## config.mk

```make
export PLATFORM = sky130hd
export DESIGN_NAME = udp_tx_arbiter
export DESIGN_NICKNAME = d
export VERILOG_FILES = /design/src/rtl/udp_tx_arbiter.sv
export SDC_FILE = /design/constraint.sdc
export NUM_CORES = 1
export LEC_CHECK = 0
export ABC_AREA = 1
export ABC_CLOCK_PERIOD_IN_PS = 5200
export CAP_MARGIN = 20
export CELL_PAD_IN_SITES_DETAIL_PLACEMENT = 1
export CELL_PAD_IN_SITES_GLOBAL_PLACEMENT = 1
export CORE_AREA = 2 2 233 235
export CTS_BUF_LIST = sky130_fd_sc_hd__clkbuf_4
export DETAILED_ROUTE_END_ITERATION = 8
export DIE_AREA = 0 0 235 237
export PLACE_DENSITY = 0.73
export REMOVE_ABC_BUFFERS = 1
export SKIP_LAST_GASP = 1
export SLEW_MARGIN = 20
export SYNTH_ARGS = -nofsm -noshare
export SYNTH_HDL_FRONTEND = slang
export SYNTH_SLANG_ARGS = --single-unit
```

## constraint.sdc

```tcl
create_clock -name i_clk -period 5.2 [get_ports i_clk]
set_clock_uncertainty 0.1 [all_clocks]
set_input_delay 1.04 -clock i_clk [delete_from_list [all_inputs] [get_ports i_clk]]
set_output_delay 1.04 -clock i_clk [all_outputs]
set_load 0.03 [all_outputs]
```

## src/rtl/udp_tx_arbiter.sv

```systemverilog
// udp_tx_arbiter
//   Shares one UDP TX path (header handshake plus AXI-Stream payload) between
//   NUM_PORTS requesters. Arbitration is round-robin and happens once per packet.
//   The winner's header is latched and offered downstream. Its payload is then
//   passed through until tlast, and the pointer moves past the winner.
//
// Ports
//   i_clk, i_reset        clock (rising edge), async active-high reset
//   s_hdr_*               per-port header request; field p lives at [W*p +: W]
//   s_axis_*              per-port payload stream
//   m_hdr_*               latched header towards UDP TX
//   m_axis_*              payload towards UDP TX (combinational pass-through)
//   o_busy                high whenever a packet is in flight
//   o_grant_id            port currently or most recently granted
//
// state  | meaning
// -------+-----------------------------------------------------------
// S_IDLE | waiting for any header valid; winner accepted combinationally
// S_HDR  | latched header offered on m_hdr_*, waiting for m_hdr_trdy
// S_DATA | payload of granted port passes through until a tlast beat
module udp_tx_arbiter #(
  parameter int NUM_PORTS      = 4,
  parameter int AXI_DATA_WIDTH = 8,
  localparam int PORT_W        = $clog2(NUM_PORTS)
) (
  input  logic                                i_clk,
  input  logic                                i_reset,
  input  logic [NUM_PORTS-1:0]                s_hdr_tvalid,
  output logic [NUM_PORTS-1:0]                s_hdr_trdy,
  input  logic [16*NUM_PORTS-1:0]             s_hdr_src_port,
  input  logic [16*NUM_PORTS-1:0]             s_hdr_dst_port,
  input  logic [32*NUM_PORTS-1:0]             s_hdr_src_ip,
  input  logic [32*NUM_PORTS-1:0]             s_hdr_dst_ip,
  input  logic [8*NUM_PORTS-1:0]              s_hdr_protocol,
  input  logic [AXI_DATA_WIDTH*NUM_PORTS-1:0] s_axis_tdata,
  input  logic [NUM_PORTS-1:0]                s_axis_tvalid,
  input  logic [NUM_PORTS-1:0]                s_axis_tlast,
  output logic [NUM_PORTS-1:0]                s_axis_trdy,
  output logic                                m_hdr_tvalid,
  input  logic                                m_hdr_trdy,
  output logic [15:0]                         m_hdr_src_port,
  output logic [15:0]                         m_hdr_dst_port,
  output logic [31:0]                         m_hdr_src_ip,
  output logic [31:0]                         m_hdr_dst_ip,
  output logic [7:0]                          m_hdr_protocol,
  output logic [AXI_DATA_WIDTH-1:0]           m_axis_tdata,
  output logic                                m_axis_tvalid,
  output logic                                m_axis_tlast,
  input  logic                                m_axis_trdy,
  output logic                                o_busy,
  output logic [PORT_W-1:0]                   o_grant_id
);

  typedef enum logic [1:0] {
    S_IDLE = 2'd0,
    S_HDR  = 2'd1,
    S_DATA = 2'd2
  } state_t;

  state_t              state;
  logic [PORT_W-1:0]   rr_ptr;
  logic                win_valid;
  logic [PORT_W-1:0]   win_id;
  logic [PORT_W-1:0]   scan_idx;
  logic [PORT_W-1:0]   next_ptr;

  // base + off wrapped into 0..NUM_PORTS-1; works for non-power-of-two port counts
  function automatic logic [PORT_W-1:0] rr_idx(input logic [PORT_W-1:0] base, input int off);
    int sum;
    sum = int'(base) + off;
    if (sum >= NUM_PORTS) sum = sum - NUM_PORTS;
    return PORT_W'(sum);
  endfunction

  // first requester at or after rr_ptr
  always_comb begin
    win_valid = 1'b0;
    win_id    = '0;
    scan_idx  = '0;
    for (int i = 0; i < NUM_PORTS; i++) begin
      scan_idx = rr_idx(rr_ptr, i);
      if (!win_valid && s_hdr_tvalid[scan_idx]) begin
        win_valid = 1'b1;
        win_id    = scan_idx;
      end
    end
  end

  assign next_ptr = (o_grant_id == PORT_W'(NUM_PORTS - 1)) ? '0 : o_grant_id + 1'b1;

  // header ready is gated by i_reset as well, so a held reset never accepts a header
  always_comb begin
    s_hdr_trdy = '0;
    if (state == S_IDLE && win_valid && !i_reset) s_hdr_trdy[win_id] = 1'b1;
  end

  always_comb begin
    s_axis_trdy   = '0;
    m_axis_tdata  = '0;
    m_axis_tvalid = 1'b0;
    m_axis_tlast  = 1'b0;
    if (state == S_DATA) begin
      m_axis_tdata            = s_axis_tdata[AXI_DATA_WIDTH*o_grant_id +: AXI_DATA_WIDTH];
      m_axis_tvalid           = s_axis_tvalid[o_grant_id];
      m_axis_tlast            = s_axis_tlast[o_grant_id];
      s_axis_trdy[o_grant_id] = m_axis_trdy;
    end
  end

  assign o_busy = (state != S_IDLE);

  always_ff @(posedge i_clk or posedge i_reset) begin
    if (i_reset) begin
      state          <= S_IDLE;
      rr_ptr         <= '0;
      o_grant_id     <= '0;
      m_hdr_tvalid   <= 1'b0;
      m_hdr_src_port <= '0;
      m_hdr_dst_port <= '0;
      m_hdr_src_ip   <= '0;
      m_hdr_dst_ip   <= '0;
      m_hdr_protocol <= '0;
    end else begin
      case (state)
        S_IDLE: begin
          if (win_valid) begin
            m_hdr_src_port <= s_hdr_src_port[16*win_id +: 16];
            m_hdr_dst_port <= s_hdr_dst_port[16*win_id +: 16];
            m_hdr_src_ip   <= s_hdr_src_ip[32*win_id +: 32];
            m_hdr_dst_ip   <= s_hdr_dst_ip[32*win_id +: 32];
            m_hdr_protocol <= s_hdr_protocol[8*win_id +: 8];
            o_grant_id     <= win_id;
            m_hdr_tvalid   <= 1'b1;
            state          <= S_HDR;
          end
        end
        S_HDR: begin
          if (m_hdr_tvalid && m_hdr_trdy) begin
            m_hdr_tvalid <= 1'b0;
            state        <= S_DATA;
          end
        end
        S_DATA: begin
          if (m_axis_tvalid && m_axis_trdy && m_axis_tlast) begin
            rr_ptr <= next_ptr;
            state  <= S_IDLE;
          end
        end
        default: state <= S_IDLE;
      endcase
    end
  end

endmodule

```

==> results of run 1 <==
worst max path at each step:
stage | startpoint | end | slack (ns) | cells after the start
2_1_floorplan | s_hdr_tvalid[1] | s_hdr_trdy[1] | -3.52 | 8
3_3_place_gp | s_hdr_tvalid[3] | s_hdr_trdy[3] | 1.10 | 12
3_5_place_dp | s_hdr_tvalid[3] | s_hdr_trdy[2] | 1.04 | 11
4_1_cts | o_grant_id[0]$_DFFE_PP0P_ | m_axis_tlast | 0.69 | 4
5_1_grt | o_grant_id[0]$_DFFE_PP0P_ | m_axis_tvalid | 0.54 | 6
6_report | o_grant_id[0]$_DFFE_PP0P_ | m_axis_tlast | 0.86 | 4
area by class of cell:
class                      count  area [sq um]
fill                        6833         37600
timing repair buffer         606          6100
multi-input combinational   1403          5720
sequential                   111          2780
tap                          696           871
inverter                      20          85.1
clock inverter                 7          72.6
clock buffer                   9          67.6
antenna                        2          5.00
placed cells by master, fill, tap and decap left out, types with 2 or more instances in the layout:
| cell | n |
|---|---|
| nor2_1 | 40 |
| inv_1 | 15 |
| buf_12 | 7 |
| clkbuf_4 | 9 |
| o21ai_0 | 20 |
| buf_4 | 14 |
| nand2_4 | 2 |
| inv_4 | 2 |
| a21oi_1 | 12 |
| nand2_2 | 3 |
| nor3_1 | 4 |
| clkinvlp_4 | 2 |
| nand2_1 | 1093 |
| dfrtp_1 | 111 |
| clkdlybuf4s50_1 | 585 |
| inv_2 | 2 |
| ha_1 | 4 |
| clkinv_1 | 2 |
| diode_2 | 2 |
| nand3_1 | 215 |
| nand3_4 | 3 |
sequential cells by signal, summed over array words and instances, names as in the netlist:
signal          count
m_hdr_tvalid        1
m_hdr_src_port     16
m_hdr_dst_port     16
rr_ptr              2
m_hdr_dst_ip       32
o_grant_id          2
m_hdr_src_ip       32
m_hdr_protocol      8
state               2
power by group through the flow:
stage	logic [mW]	clock network, mW	registers, mW
after floorplan	4.59	0	2.27
after global placement	8.61	0	1.56
after detailed placement	8.78	0	1.59
after CTS	8.81	0.544	1.57
after global routing	9.73	0.566	1.63
final	8.56	0.493	1.57
worst min-delay path: cells and delay by family (launching register included):
kind             cells  cell delay [ns]
flip-flops           1             0.38
AND/OR/NAND/NOR      2             0.10
cell families (layout without fill, tap and decap cells):
kind of cell	Yosys count	in the layout	synth area share [%]
AND/OR/NAND/NOR	1363	1363	58.9
adder cells (fa/ha/maj)	4	4	0.542
flip-flops	111	111	30.1
buffers and inverters	141	642	8.34
AO/OA/AOI/OAI	36	36	2.14
other	0	2	0
metal layers:
layer	global-route usage, %	up-vias	wire length [microns]
li1	-	6098	-
met1	19.9	5746	19800
met2	29.2	385	22800
met3	4.33	33	3060
met4	4.87	2	859
met5	0	-	13
through the flow:
| stage | power, mW | hold slack (ns) | utilization, % | instances | instance area, sq um |
|---|---|---|---|---|---|
| 3_5_place_dp | 10.4 | 0.365 | 29.2 | 2836 | 15600 |
| 6_report | 10.6 | 0.405 | 29.5 | 2854 | 15700 |
| 3_3_place_gp | 10.2 | 0.361 | 29.2 | 2836 | 15600 |
| 5_1_grt | 11.9 | 0.427 | 29.5 | 2854 | 15700 |
| 4_1_cts | 10.9 | 0.409 | 29.5 | 2852 | 15700 |
| 2_1_floorplan | 6.86 | 0.441 | - | 1534 | 8540 |
==> flow_summary_export.csv, run 1 <==
group,metric,value,unit
floorplanning,rows,85,
pwr,cellPowerDensity,677,nW/um^2
pwr,intPower,4.24,mW
floorplanning,coreArea,53300,sq um
route,first_pass_iters,4,
floorplanning,io_pins,590,
timing,worstMarginPinSlew,1.14,ns
cts,htreeDepth,3,
route,ant_nets,0,
hold_path,hp-start,"m_hdr_dst_port[3]$_DFFE_PP0P_",
route,vias,12300,
global_routing,antenna_found_initial,3,
final_layout,area_growth,70.1,%
hold_path,hold_depth,2,
pwr,clkPwrFrac,4.6,%
logic_synthesis,async_flop_share,100,%
logic_synthesis,ys.warnings.count,0,
route,routed_via_density,4.30,
logic_synthesis,synth_commonest_cells,"nand2_1 (1094), nand3_1 (215), dfrtp_1 (111)",
pwr,switching_share,60.0,%
timing,setup_violations,0,
cts,clock_tree.root_cell,"clkbuf_4",
timing,fin_crit,4.34,ns
global_routing,grt_pass1_wl,73700,microns
place,dpl.hpwl,35200,microns
flow_run,drv_cap,0,
setup_path,path_max_fanout,25,
route,wl_per_cell,16.3,microns
floorplanning,start_util,17.3,%
place,io_buffers,589,
floorplanning,die_w,235,microns
timing,hold_violations,0,
setup_path,path_cells,"inv_1, nand2_1, a221oi_1, clkdlybuf4s50_1",
global_routing,grt_max_degree,209,
hold_path,hold_class,"reg -> reg",
global_routing,grt_overflow_total,0,
global_routing,grt_usage,16.6,%
cts,post-cts-setup-buffers,0,
timing,drv_slew,0,
cts,cts.clk_slew.worst_paths,0.19,ns
place,dp_slack,1.04,ns
setup_path,arrival,3.20,ns
cts,numClockSinks,111,
logic_synthesis,synth_top_flop_cell,"dfrtp_1",
place,routabilityCongestion,0.838,
logic_synthesis,syn_area,9230,sq um
timing,worst_slack,0.859,ns
logic_synthesis,postSynthCellCount,1655,
setup_path,reg2reg_setup_slack,1.88,ns
hold_path,hold_end,"m_hdr_dst_port[3]$_DFFE_PP0P_",
timing,rsz0062_at_grt,"no",
outcome,run_status,"completed",
logic_synthesis,yosysTopAreaCellShare,44.5,%
pwr,comb_power_share,80.6,%
timing,min_period_over_period,83.5,%
logic_synthesis,synth_most_common_cell,"nand2_1",
cts,postCtsResizedCells,0,
logic_synthesis,synth_top_area_cell,"nand2_1",
setup_path,rr_endpoint,"m_hdr_dst_ip[14]$_DFFE_PP0P_",
logic_synthesis,ys_ff_latch,111,
logic_synthesis,synth_edf_count,0,
logic_synthesis,yosysUniqueCellTypes,23,
timing,fmax,230,MHz
pwr,peakVddDrop,1020,uV
setup_path,cp.required,4.06,ns
route,drc,0,
setup_path,critPathKind,"reg -> out",
setup_path,cp_num_buf_inv,2,
setup_path,crit_path_start_kind,"flop",
timing,fin_tns_setup,0,ns
route,routed_wl,46600,microns
pwr,p_leak,7.87,nW
global_routing,grt_pass1_vias,13100,
logic_synthesis,synthTopCellsByArea,"nand2_1 (44%), dfrtp_1 (30%), nand3_1 (12%), buf_2 (2.3%), buf_6 (2.0%)",
final_layout,nets,2619,
setup_path,rr_worst_depth,15,
cts,clk_latency,0.59,ns
cts,cts_made_buffers,9,
timing,maxSlewHeadroom,23.8,%
logic_synthesis,ys_seq_area_share,30.1,%
floorplanning,chipHeight,237,microns
floorplanning,dieArea,55700,sq um
setup_path,cpMaxStageDelayCell,"clkdlybuf4s50_1",
setup_path,cpLargestDelayFamily,"buffers and inverters",
logic_synthesis,syn_avg_cell_area,5.58,sq um
setup_path,crit_path_max_incr_delay,0.74,ns
cts,cts_tree,"built",
cts,clockBufferDepth,2,
final_layout,drive_gt1_share,2.37,%
pwr,p_seq_share,14.8,%
cts,postCtsHoldBufs,0,
setup_path,timing.rr.start,"rr_ptr[0]$_DFFE_PP0P_",
pwr,p_sw,6.38,mW
route,drt_iter0_markers,362,
setup_path,endpoint_kind,"output pin",
No activity file was read; power rests on OpenSTA's default activity.
==> inputs of run 2 (changes only) <==
ABC_CLOCK_PERIOD_IN_PS = 3800   (was 5200)
clock period = 3.8 ns   (was 5.2 ns; I/O delays follow)
==> run 2 against run 1 <==
  * Utilization rose by 0.19 points
  * Final cell count rose by 0.21%
  * Worst setup slack got worse by 0.56 ns
  * Die area did not move
  * Register-to-register slack got worse by 1.1 ns
  * Flip-flop and latch count did not move
  * Final area rose by 0.63%
==> flow_summary_export.csv, run 2 (same netlist as run 1, synthesis figures left out) <==
group,metric,value,unit
setup_path,cp.required,2.94,ns
pwr,p_sw,8.73,mW
global_routing,grt_pass1_vias,12900,
hold_path,hold_class,"reg -> reg",
route,routed_wl,46700,microns
place,placedCellCount,2841,
floorplanning,coreArea,53300,sq um
pwr,cellPowerDensity,929,nW/um^2
pwr,peakVddDrop,1270,uV
timing,maxSlewHeadroom,48.3,%
floorplanning,dieArea,55700,sq um
timing,setup_violations,0,
final_layout,largestRegisters,"m_hdr_dst_ip x32, m_hdr_src_ip x32",
pwr,intPower,5.94,mW
cts,clock_tree.root_cell,"clkbuf_4",
place,io_buffers,589,
cts,htreeDepth,3,
cts,clockBufferDepth,2,
cts,cts_tree,"built",
pwr,comb_power_share,81.7,%
final_layout,final_area,15800,sq um
setup_path,path_cells,"clkdlybuf4s50_1, inv_1, nand2_1, nand3_1, nand2_2, nor2_4, nand3_4, nand3_4, inv_1, nor3_1, buf_4",
cts,numClockSinks,111,
global_routing,antenna_found_initial,1,
global_routing,grt_overflow_total,0,
setup_path,cp_num_buf_inv,4,
global_routing,grt_max_degree,162,
cts,postCtsHoldBufs,0,
setup_path,crit_path_start_kind,"input port",
cts,clk_latency,0.58,ns
final_layout,drive_gt1_share,2.91,%
final_layout,final_common_cell,"nand2_1",
setup_path,path_max_fanout,15,
timing,min_period_over_period,92.1,%
route,ant_nets,0,
final_layout,fin_cells,2860,
place,dpl_cell_area,15700,sq um
timing,fmax,286,MHz
timing,hold_violations,0,
floorplanning,die_w,235,microns
final_layout,final_cell_mix,"nand2_1 (1092), clkdlybuf4s50_1 (585), nand3_1 (215)",
final_layout,nets,2627,
outcome,run_status,"completed",
timing,fin_crit,3.50,ns
pwr,p_seq_share,14.2,%
setup_path,cpMaxStageDelayCell,"clkdlybuf4s50_1",
pwr,clkPwrFrac,4.0,%
floorplanning,chipHeight,237,microns
floorplanning,start_util,17.3,%
setup_path,cpLargestDelayFamily,"simple AND/OR/NAND/NOR gates",
place,dpl.hpwl,35200,microns
global_routing,grt_usage,16.5,%
route,first_pass_iters,4,
route,wl_per_cell,16.3,microns
global_routing,grt_pass1_wl,73100,microns
timing,rsz0062_at_grt,"no",
cts,cts_made_buffers,9,
setup_path,reg2reg_setup_slack,0.82,ns
timing,worstMarginPinSlew,0.775,ns
pwr,p_leak,7.91,nW
setup_path,critPathKind,"in -> out",
timing,drv_slew,0,
final_layout,nFillCells,6762,
floorplanning,rows,85,
place,routabilityCongestion,0.855,
pwr,switching_share,59.5,%
setup_path,arrival,2.64,ns
route,drt_iter0_markers,480,
route,vias,12400,
final_layout,area_growth,71.1,%
setup_path,crit_path_max_incr_delay,0.43,ns
cts,cts.clk_slew.worst_paths,0.15,ns
final_layout,postLayoutCoreUtil,29.6,%
route,routed_via_density,4.33,
route,drc,0,
floorplanning,io_pins,590,
setup_path,endpoint_kind,"output pin",
flow_run,drv_cap,0,
-- run 2: changes by cell type in the layout (fill, tap and decap cells not counted), sizes merged --
cell	change
buf	+8
clkbuf	+2
inv	-2
bufinv	-1
clkinv	-1
clkinvlp	+1
diode	-1
-- run 2: per-layer routing --
layer | track usage, % | share of wire, %
met1 | 19.6 | 43
met2 | 29.0 | 49
met3 | 4.16 | 6.2
met4 | 5.49 | 2.3
met5 | 0 | 0
-- run 2: power by group through the flow --
| stage | Clock (mW) | Combinational [mW] | Sequential [mW] |
|---|---|---|---|
| global placement | 0 | 12.0 | 2.10 |
| finish | 0.590 | 12.0 | 2.09 |
| global route | 0.686 | 13.6 | 2.17 |
| floorplan | 0 | 5.54 | 3.10 |
| detailed placement | 0 | 12.2 | 2.12 |
| CTS | 0.652 | 12.3 | 2.11 |
-- run 2: final timing paths --
path                                        startpoint                             to  cells after the start
min in group asynchronous                      i_reset    m_hdr_dst_ip[5]$_DFFE_PP0P_                      3
max in group asynchronous                      i_reset  m_hdr_protocol[0]$_DFFE_PP0P_                      3
hold reg to reg            m_hdr_src_ip[4]$_DFFE_PP0P_    m_hdr_src_ip[4]$_DFFE_PP0P_                      2
setup / recovery                       s_hdr_tvalid[2]                  s_hdr_trdy[2]                     11
hold / removal             m_hdr_src_ip[4]$_DFFE_PP0P_    m_hdr_src_ip[4]$_DFFE_PP0P_                      2
setup reg to reg                 rr_ptr[0]$_DFFE_PP0P_  m_hdr_src_port[1]$_DFFE_PP0P_                     11
-- run 2: final cells by class --
| class | count | area (sq um) | share of cell area [%] |
|---|---|---|---|
| timing repair buffer | 614 | 6220 | 39.4 |
| clock buffer | 11 | 82.6 | 0.523 |
| inverter | 20 | 88.8 | 0.562 |
| sequential | 111 | 2780 | 17.6 |
| antenna | 1 | 2.50 | 0.0158 |
| multi-input combinational | 1403 | 5730 | 36.2 |
| tap | 696 | 871 | 5.51 |
| clock inverter | 4 | 23.8 | 0.150 |
-- run 2: worst min-delay path: stages (launching register included) --
cell and delay [ns]:
dfrtp_1 0.37, nand2_1 0.05, nand2_1 0.05
-- run 2: repair_timing --
item,in CTS,in global routing
setup buffers,0,3
resized for setup,2,3
endpoints found under the setup margin,4,5
-- run 2: stage by stage --
stage	power (mW)	hold slack (ns)	TNS, ns	worst slack [ns]
2_1_floorplan	8.65	0.441	-349.98	-4.36
3_3_place_gp	14.1	0.361	0	0.278
3_5_place_dp	14.3	0.364	0	0.129
4_1_cts	15.0	0.403	0	0.0372
5_1_grt	16.4	0.423	0	0.0140
6_report	14.7	0.396	0	0.298
